==> src/rtl/mapped_bus_pkg.sv <==
// Shared types and helpers for the memory-mapped bus controller and its region decoder.
package mapped_bus_pkg;

  typedef enum logic [1:0] {
    IDLE   = 2'd0,
    ACCESS = 2'd1,
    RESP   = 2'd2
  } state_e;

  localparam int WAIT_W = 3;

  // Low bit of slice idx in a packed per-region vector of width-bit fields.
  function automatic int slice_lo(input int idx, input int width);
    return idx * width;
  endfunction

endpackage

==> src/rtl/addr_region_decode.sv <==
// Base/mask region match with lowest-index priority; purely combinational.
module addr_region_decode #(
  parameter int NUM_REGIONS = 3,
  parameter int ADDR_W      = 16,
  parameter int IDX_W       = 2,
  parameter logic [NUM_REGIONS*ADDR_W-1:0] REGION_BASE = {16'hFE00, 16'h8000, 16'h0000},
  parameter logic [NUM_REGIONS*ADDR_W-1:0] REGION_MASK = {16'hFE00, 16'hFF00, 16'hFE00}
) (
  input  logic [ADDR_W-1:0] addr_i,
  output logic              hit_o,
  output logic [IDX_W-1:0]  idx_o
);

  // Scan from the top so the lowest matching index is the last one written.
  always_comb begin
    hit_o = 1'b0;
    idx_o = '0;
    for (int i = NUM_REGIONS - 1; i >= 0; i--) begin
      if ((addr_i & REGION_MASK[i*ADDR_W +: ADDR_W]) == REGION_BASE[i*ADDR_W +: ADDR_W]) begin
        hit_o = 1'b1;
        idx_o = IDX_W'(i);
      end
    end
  end

endmodule

==> src/rtl/mapped_bus_ctrl.sv <==
// CPU-side bus controller: decodes accesses onto one-hot slave selects with per-region
// wait states, registers read data and keeps a sticky unmapped-access error.
module mapped_bus_ctrl
  import mapped_bus_pkg::*;
#(
  parameter int NUM_REGIONS = 3,
  parameter int ADDR_W      = 16,
  parameter int DATA_W      = 8,
  parameter logic [NUM_REGIONS*ADDR_W-1:0] REGION_BASE = {16'hFE00, 16'h8000, 16'h0000},
  parameter logic [NUM_REGIONS*ADDR_W-1:0] REGION_MASK = {16'hFE00, 16'hFF00, 16'hFE00},
  parameter logic [NUM_REGIONS*WAIT_W-1:0] REGION_WAIT = {3'd1, 3'd1, 3'd1}
) (
  input  logic                          clk,
  input  logic                          nrst,
  input  logic                          req,
  input  logic [ADDR_W-1:0]             addr,
  input  logic [DATA_W-1:0]             din,
  input  logic                          read_en,
  output logic [DATA_W-1:0]             dout,
  output logic                          ready,
  input  logic                          err_clr,
  output logic                          err,
  output logic [ADDR_W-1:0]             err_addr,
  output logic [NUM_REGIONS-1:0]        dev_cs,
  output logic                          dev_we,
  output logic [ADDR_W-1:0]             dev_addr,
  output logic [DATA_W-1:0]             dev_din,
  input  logic [NUM_REGIONS*DATA_W-1:0] dev_dout
);

  localparam int IDX_W = (NUM_REGIONS > 1) ? $clog2(NUM_REGIONS) : 1;

  state_e              state_q, state_d;
  logic [WAIT_W-1:0]   cnt_q, cnt_d;
  logic [IDX_W-1:0]    region_q, region_d;
  logic [ADDR_W-1:0]   addr_q, addr_d;
  logic [DATA_W-1:0]   din_q, din_d;
  logic                rd_q, rd_d;
  logic [DATA_W-1:0]   rdata_q, rdata_d;
  logic                err_q, err_d;
  logic [ADDR_W-1:0]   err_addr_q, err_addr_d;

  logic                dec_hit;
  logic [IDX_W-1:0]    dec_idx;
  logic [DATA_W-1:0]   slave_rdata;

  addr_region_decode #(
    .NUM_REGIONS (NUM_REGIONS),
    .ADDR_W      (ADDR_W),
    .IDX_W       (IDX_W),
    .REGION_BASE (REGION_BASE),
    .REGION_MASK (REGION_MASK)
  ) u_decode (
    .addr_i (addr),
    .hit_o  (dec_hit),
    .idx_o  (dec_idx)
  );

  assign slave_rdata = dev_dout[slice_lo(int'(region_q), DATA_W) +: DATA_W];

  // NOTE: every next-state variable takes its held value first, so no path leaves one unassigned and no latch is inferred.
  always_comb begin
    state_d    = state_q;
    cnt_d      = cnt_q;
    region_d   = region_q;
    addr_d     = addr_q;
    din_d      = din_q;
    rd_d       = rd_q;
    rdata_d    = rdata_q;
    err_d      = err_q;
    err_addr_d = err_addr_q;

    // Clear first so a miss in the same cycle overrides it.
    if (err_clr) err_d = 1'b0;

    case (state_q)
      IDLE: begin
        if (req) begin
          addr_d = addr;
          din_d  = din;
          rd_d   = read_en;
          if (dec_hit) begin
            region_d = dec_idx;
            cnt_d    = REGION_WAIT[slice_lo(int'(dec_idx), WAIT_W) +: WAIT_W];
            state_d  = ACCESS;
          end else begin
            err_d      = 1'b1;
            err_addr_d = addr;
            state_d    = RESP;
          end
        end
      end
      ACCESS: begin
        if (cnt_q == '0) begin
          if (rd_q) rdata_d = slave_rdata;
          state_d = RESP;
        end else begin
          cnt_d = cnt_q - WAIT_W'(1);
        end
      end
      RESP:    state_d = IDLE;
      default: state_d = IDLE;
    endcase
  end

  // NOTE: reset is synchronous, so it lives inside the clocked block; all state uses non-blocking assignment.
  always_ff @(posedge clk) begin
    if (!nrst) begin
      state_q    <= IDLE;
      cnt_q      <= '0;
      region_q   <= '0;
      addr_q     <= '0;
      din_q      <= '0;
      rd_q       <= 1'b0;
      rdata_q    <= '0;
      err_q      <= 1'b0;
      err_addr_q <= '0;
    end else begin
      state_q    <= state_d;
      cnt_q      <= cnt_d;
      region_q   <= region_d;
      addr_q     <= addr_d;
      din_q      <= din_d;
      rd_q       <= rd_d;
      rdata_q    <= rdata_d;
      err_q      <= err_d;
      err_addr_q <= err_addr_d;
    end
  end

  // Selects decode from registered state only, so reset drops them on the next cycle.
  always_comb begin
    dev_cs = '0;
    for (int i = 0; i < NUM_REGIONS; i++) begin
      dev_cs[i] = (state_q == ACCESS) && (region_q == IDX_W'(i));
    end
  end

  assign dev_we   = (state_q == ACCESS) && (cnt_q == '0) && !rd_q;
  assign ready    = (state_q == RESP);
  assign dout     = rdata_q;
  assign err      = err_q;
  assign err_addr = err_addr_q;
  assign dev_addr = addr_q;
  assign dev_din  = din_q;

endmodule
==> config.mk <==
export PLATFORM = sky130hd
export DESIGN_NAME = mapped_bus_ctrl
export DESIGN_NICKNAME = d
export VERILOG_FILES = /design/src/rtl/mapped_bus_pkg.sv /design/src/rtl/addr_region_decode.sv /design/src/rtl/mapped_bus_ctrl.sv
export SDC_FILE = /design/constraint.sdc
export NUM_CORES = 1
export LEC_CHECK = 0
export CAP_MARGIN = 20
export CORE_MARGIN = 2
export CORE_UTILIZATION = 35
export CTS_CLUSTER_SIZE = 14
export DETAILED_ROUTE_END_ITERATION = 7
export PLACE_DENSITY = 0.72
export SLEW_MARGIN = 20
export SYNTH_ARGS = -nofsm -noshare
export SYNTH_HDL_FRONTEND = slang
export SYNTH_HIERARCHICAL = 1
export SYNTH_SLANG_ARGS = --single-unit
==> constraint.sdc <==
create_clock -name clk -period 1.8 [get_ports clk]
set_input_delay 0.36 -clock clk [delete_from_list [all_inputs] [get_ports clk]]
set_output_delay 0.36 -clock clk [all_outputs]
set_load 0.01 [all_outputs]
==> Yosys cells after proc, flatten, opt, wreduce, memory -nomap -nowiden <==
Index checks and enable logic that the tools add are counted.
{ "word_totals": {"register_bits": 57, "word_cells": 59} }
{ "op_classes": {"muxes": 18, "n_addsub": 1, "n_reduce_logical": 17, "n_bitwise": 1, "multipliers": 1, "shift": 2, "n_eq_ne": 10} }
{ "ops": {"columns": ["operator", "count"], "rows": [
  ["24-bit by 6-bit indexed part select with 8-bit output", 1],
  ["16-bit zero test", 1],
  ["2-bit two-way mux", 6],
  ["3-bit two-way mux", 3],
  ["3-bit AND reduction", 3],
  ["9-bit by 5-bit indexed part select with 3-bit output (first input constant)", 1],
  ["8-bit == test (second input constant)", 1],
  ["2-bit inequality test (second input constant)", 4],
  ["7-bit == test (second input constant)", 1],
  ["1-bit two-way mux", 7],
  ["3-bit one-hot mux with 2 select lines", 1],
  ["1-bit logical AND", 5],
  ["2-bit by 1-bit == test with 1-bit output (second input constant)", 2],
  ["2-bit == test (second input constant)", 2],
  ["2-bit zero test", 2],
  ["2-bit by 2-bit multiplier with 4-bit output (second input constant)", 1],
  ["2-bit one-hot mux with 2 select lines", 1],
  ["2-bit AND reduction", 2],
  ["4-bit AND reduction", 1],
  ["3-bit zero test", 1],
  ["3-bit by 1-bit subtractor with 3-bit output (second input constant)", 1],
  ["2-bit nonzero test", 1],
  ["1-bit zero test", 1],
  ["1-bit inverter", 1]
]} }

==> Depth between registers and ports, before layout <==
{ "logic_depth": {"ltp_word": 9, "depth_mapped": 8, "ltp_nobuf": 6} }

==> By module <==
Netlist, hierarchy kept.
{ "by_module_without_submodules": {"columns": ["module", "area_each_um2", "cells_each", "instances"], "rows": [
  ["mapped_bus_ctrl", 2359.8, 283, 1],
  ["addr_region_decode", 53.8, 8, 1]
]} }

==> Worst setup path after synthesis <==
Ideal clock, no wire load.
{ "synth_timing": {"path_kind": "input-to-reg", "from": "in addr[10]", "to": "reg err_addr_q[15], in the netlist err_addr[15]", "t_required_ps": 1666, "path_stages": 8, "setup_slack_ps": 70, "t_arrival_ps": 1597, "path_buffers": 2, "path_cell_list": "nand4_1 > nor2_1 > a31o_1 > or4b_1 > buf_2 > buf_6 > nand2_1 > a21oi_1"} }
{ "synth_via": {"elab_chain_cells": 6, "word_cells_on_any_way": 8, "cone_classes": "eq/ne: 2; mux: 3; bitwise: 1; reduce/logical: 2"} }
{ "synth_lines": {"columns": ["item", "line_no", "rtl"], "rows": [
  ["from (decl)", "mapped_bus_ctrl.sv:16", "input logic [ADDR_W-1:0] addr,"],
  ["7-bit == test", "addr_region_decode.sv:19", "if ((addr_i & REGION_MASK[i*ADDR_W +: ADDR_W]) == REGION_BASE[i*ADDR_W +: ADDR_W]) begin"],
  ["1-bit two-way mux (2 in a row)", "addr_region_decode.sv:19", null],
  ["1-bit two-way mux (*)", "addr_region_decode.sv:19", null],
  ["via dec_hit", "mapped_bus_ctrl.sv:43", "logic dec_hit;"],
  ["1-bit inverter (no line) (*)", null, null],
  ["3-bit AND reduction (no line) (*)", null, null],
  ["to (signal assigned)", "mapped_bus_ctrl.sv:127", "err_addr_q <= err_addr_d;"],
  ["to (decl)", "mapped_bus_ctrl.sv:41", "logic [ADDR_W-1:0] err_addr_q, err_addr_d;"]
]} }
The timed path passes the listed nets; every way through them passes the cells marked *.
A chain may end at the register's enable or synchronous reset.

==> Worst setup path in the final report <==
{ "layout_timing": {"from": "in addr[11]", "to": "reg err_addr_q[4], in the netlist err_addr[4]"} }
Same word-level chain as after synthesis.

==> metrics.txt <==
total number of vias=2405; Critical Path RT=2.00 ns; Finished Layout Cells=494; largest cells by area after synthesis=dfxtp_1 (47%), nand2_1 (13%), a21oi_1 (11%), mux2i_1 (4.1%), nand3b_1 (2.8%); NumNets Final=465; Reg2Reg Depth=7; pwr dens=801 nW/um^2; most common cell in the netlist=nand2_1; asr flop ratio synth=0%; die width=87.0 um; Mapped Avg Cell Area=8.29 sq um; min-delay src=addr[9]; largest net degree at the start of global routing=50; Initial Util=35.9%; Ports=107; Clk Latency, worst-skew pair=0.32 ns; max-slew violation total from the final report=0; Setup Skew=0.00638 ns; final hold viol count=0; first-pass GRT wire length=10100 um; Syn. warnings=6; number of synthesized flops with an enable pin=0; CP Launch Type=input pin; Syn Nets=346; area grow syn2layout=61.6%; vias in the first global route=2210; DP Worst Slack=-0.386 ns; critical path type=in2reg; hold buffers post-CTS=0; max-cap viol count=0; Fillers=616; final setup margin=0.0457 ns; final WL=6740 um; worst hold stages=3; router iterations before antenna repair=4; layout cell share with drive strength beyond 1=11.6%; CTS clk-pin slew, worst paths=0.06 ns; initial antenna violation count=0; Pleak=1.48 nW; worst r2r src=cnt_q[0]; Post-DP Area=3670 sq um; Vias/cell=4.87; Initial DRC Count=80; final period utilization=97.5%; Max-slew headroom=82.3%; Detail Route Antenna Nets=0; dpl hpwl=4830 um; Core ar.=6720 sq um; grt ovf=0; Hold Path Sink=err_addr[9]; Antenna Cells=0; R2R setup slack=0.24 ns; status=finished, final reports clean; Mapped Cells=291; crit path DAT=1.96 ns; Netlist cell types=34; Worst Path Max Fanout=12; row count=30; sequential fraction of the synthesis area=47.3%; Mapped Area=2410 sq um; Commonest cells post-synth=nand2_1 (85), dfxtp_1 (57), a21oi_1 (52); Longest Clk Path Bufs=2; crit path capture type=register; wire length per cell=13.6 um; Sinks on Clock Net=57; clock root cell=clkbuf_8; leading area contributor after synthesis=dfxtp_1; Die H=87.0 um; share of the synthesized area in the top cell type=47.3%; peak supply drop=495 uV; Inserted Clock Buffers=9; area of the multi-input gates=1160 sq um; Synth Register Bits=57; FF+latch area=1140 sq um; dominant synthesized flop cell=dfxtp_1; routability cong.=0.752; placed cells=479; H-tree Lvls=3; TritonCTS clock tree=built; HP Class=in2reg; critical path startpoint=addr[11]; fmax=0.570 GHz; fin crit period=1.75 ns; Finish-stage setup viols=0; worst-margin pin slew=0.263 ns; total track usage=17.2%; DR DRC count=0; Final Cell Area=3900 sq um; DIE AREA=7580 sq um; Worst R2R End=dout[5]; port bufs=106
power breakdown:
group	total [W]	switching (W)	leakage [nW]	internal, W
sequential	0.00135	0.0000303	0.467	0.00132
clock	0.00128	0.000470	0.106	0.000808
combinational	0.000493	0.000205	0.907	0.000287
total	0.00312	0.000705	1.48	0.00242
registers in the layout, summed over array words and instances, names as in the netlist, 2 cells and up:
signal / flops
dev_din: 8
cnt_q: 3
region_q: 2
state_q: 2
dev_addr: 16
dout: 8
err_addr: 16
metrics by stage:
step | setup TNS [ns] | power (W) | hold slack [ns] | util [%]
2_1_floorplan | 0 | 0.00156 | 0.445 | -
3_3_place_gp | -7.18 | 0.00187 | 0.443 | 54.7
3_5_place_dp | -7.89 | 0.00187 | 0.446 | 54.7
4_1_cts | -0.0484 | 0.00315 | 0.455 | 57.7
5_1_grt | -0.0571 | 0.00325 | 0.378 | 58.0
6_report | 0 | 0.00312 | 0.378 | 58.0
routing by layer:
metal | track usage [%] | wire length, um | vias up
met2 | 27.3 | 3040 | 83
met5 | 0 | 0 | -
met3 | 7.49 | 648 | 5
li1 | - | - | 1227
met4 | 7.24 | 63 | 0
met1 | 20.3 | 2990 | 1090
worst max-delay path by stage:
stage	cells past startpoint	end	slack [ns]
after global routing	3	dev_cs[2]	-0.02
after global placement	8	err_addr[5]	-0.36
after floorplan	8	err_addr[15]	0.07
after CTS	5	dev_we	-0.05
after detailed placement	8	err_addr[15]	-0.39
final	8	err_addr[4]	0.05
critical path, cell delays in order:
cell and delay, ns:
clkdlybuf4s50_1 0.44, nand4_1 0.12, nor2_2 0.05, a31o_1 0.20
or4b_4 0.49, buf_6 0.17, nand2_1 0.07, a21oi_1 0.06
cell usage in the layout (no fill, tap or decap), types with 2 or more instances in the layout:
master	n
clkdlybuf4s15_1	2
nand2b_1	3
dlygate4sd2_1	5
buf_12	3
clkbuf_8	10
a21oi_1	52
nand3b_1	9
inv_1	4
clkdlybuf4s50_1	95
o21ai_0	10
nor3b_1	3
dlymetal6s2s_1	3
mux2i_1	10
buf_4	19
clkbuf_1	2
dfxtp_1	56
bufinv_16	2
o21a_1	8
nor3_1	3
o32ai_1	2
nor2_1	3
nand2_1	85
cell families (layout without fill, tap and decap cells):
kind of cell    Yosys count  after routing  share of synthesized area [%]
simple gates            121            121                           24.9
compound gates           76             76                           17.4
flops                    57             57                           47.3
buf+inv                  25            148                           5.24
mux                      10             10                           4.15
fa+ha+maj                 2              2                           1.04
what timing repair did:
item | CTS | global route
buffers inserted | 0 | 0
endpoints found under the setup margin | 18 | 25
pin swaps | 1 | 1
gates resized for setup | 10 | 13
layout make-up:
| class | count | area share [%] |
|---|---|---|
| repair buffers | 129 | 32.6 |
| multi-input cells | 209 | 29.8 |
| flip-flops and latches | 57 | 29.3 |
| clock buffers | 12 | 3.72 |
| well taps | 80 | 2.57 |
| clock inverters | 3 | 1.67 |
| inverters | 4 | 0.385 |
(Power assumes the default switching activity.)
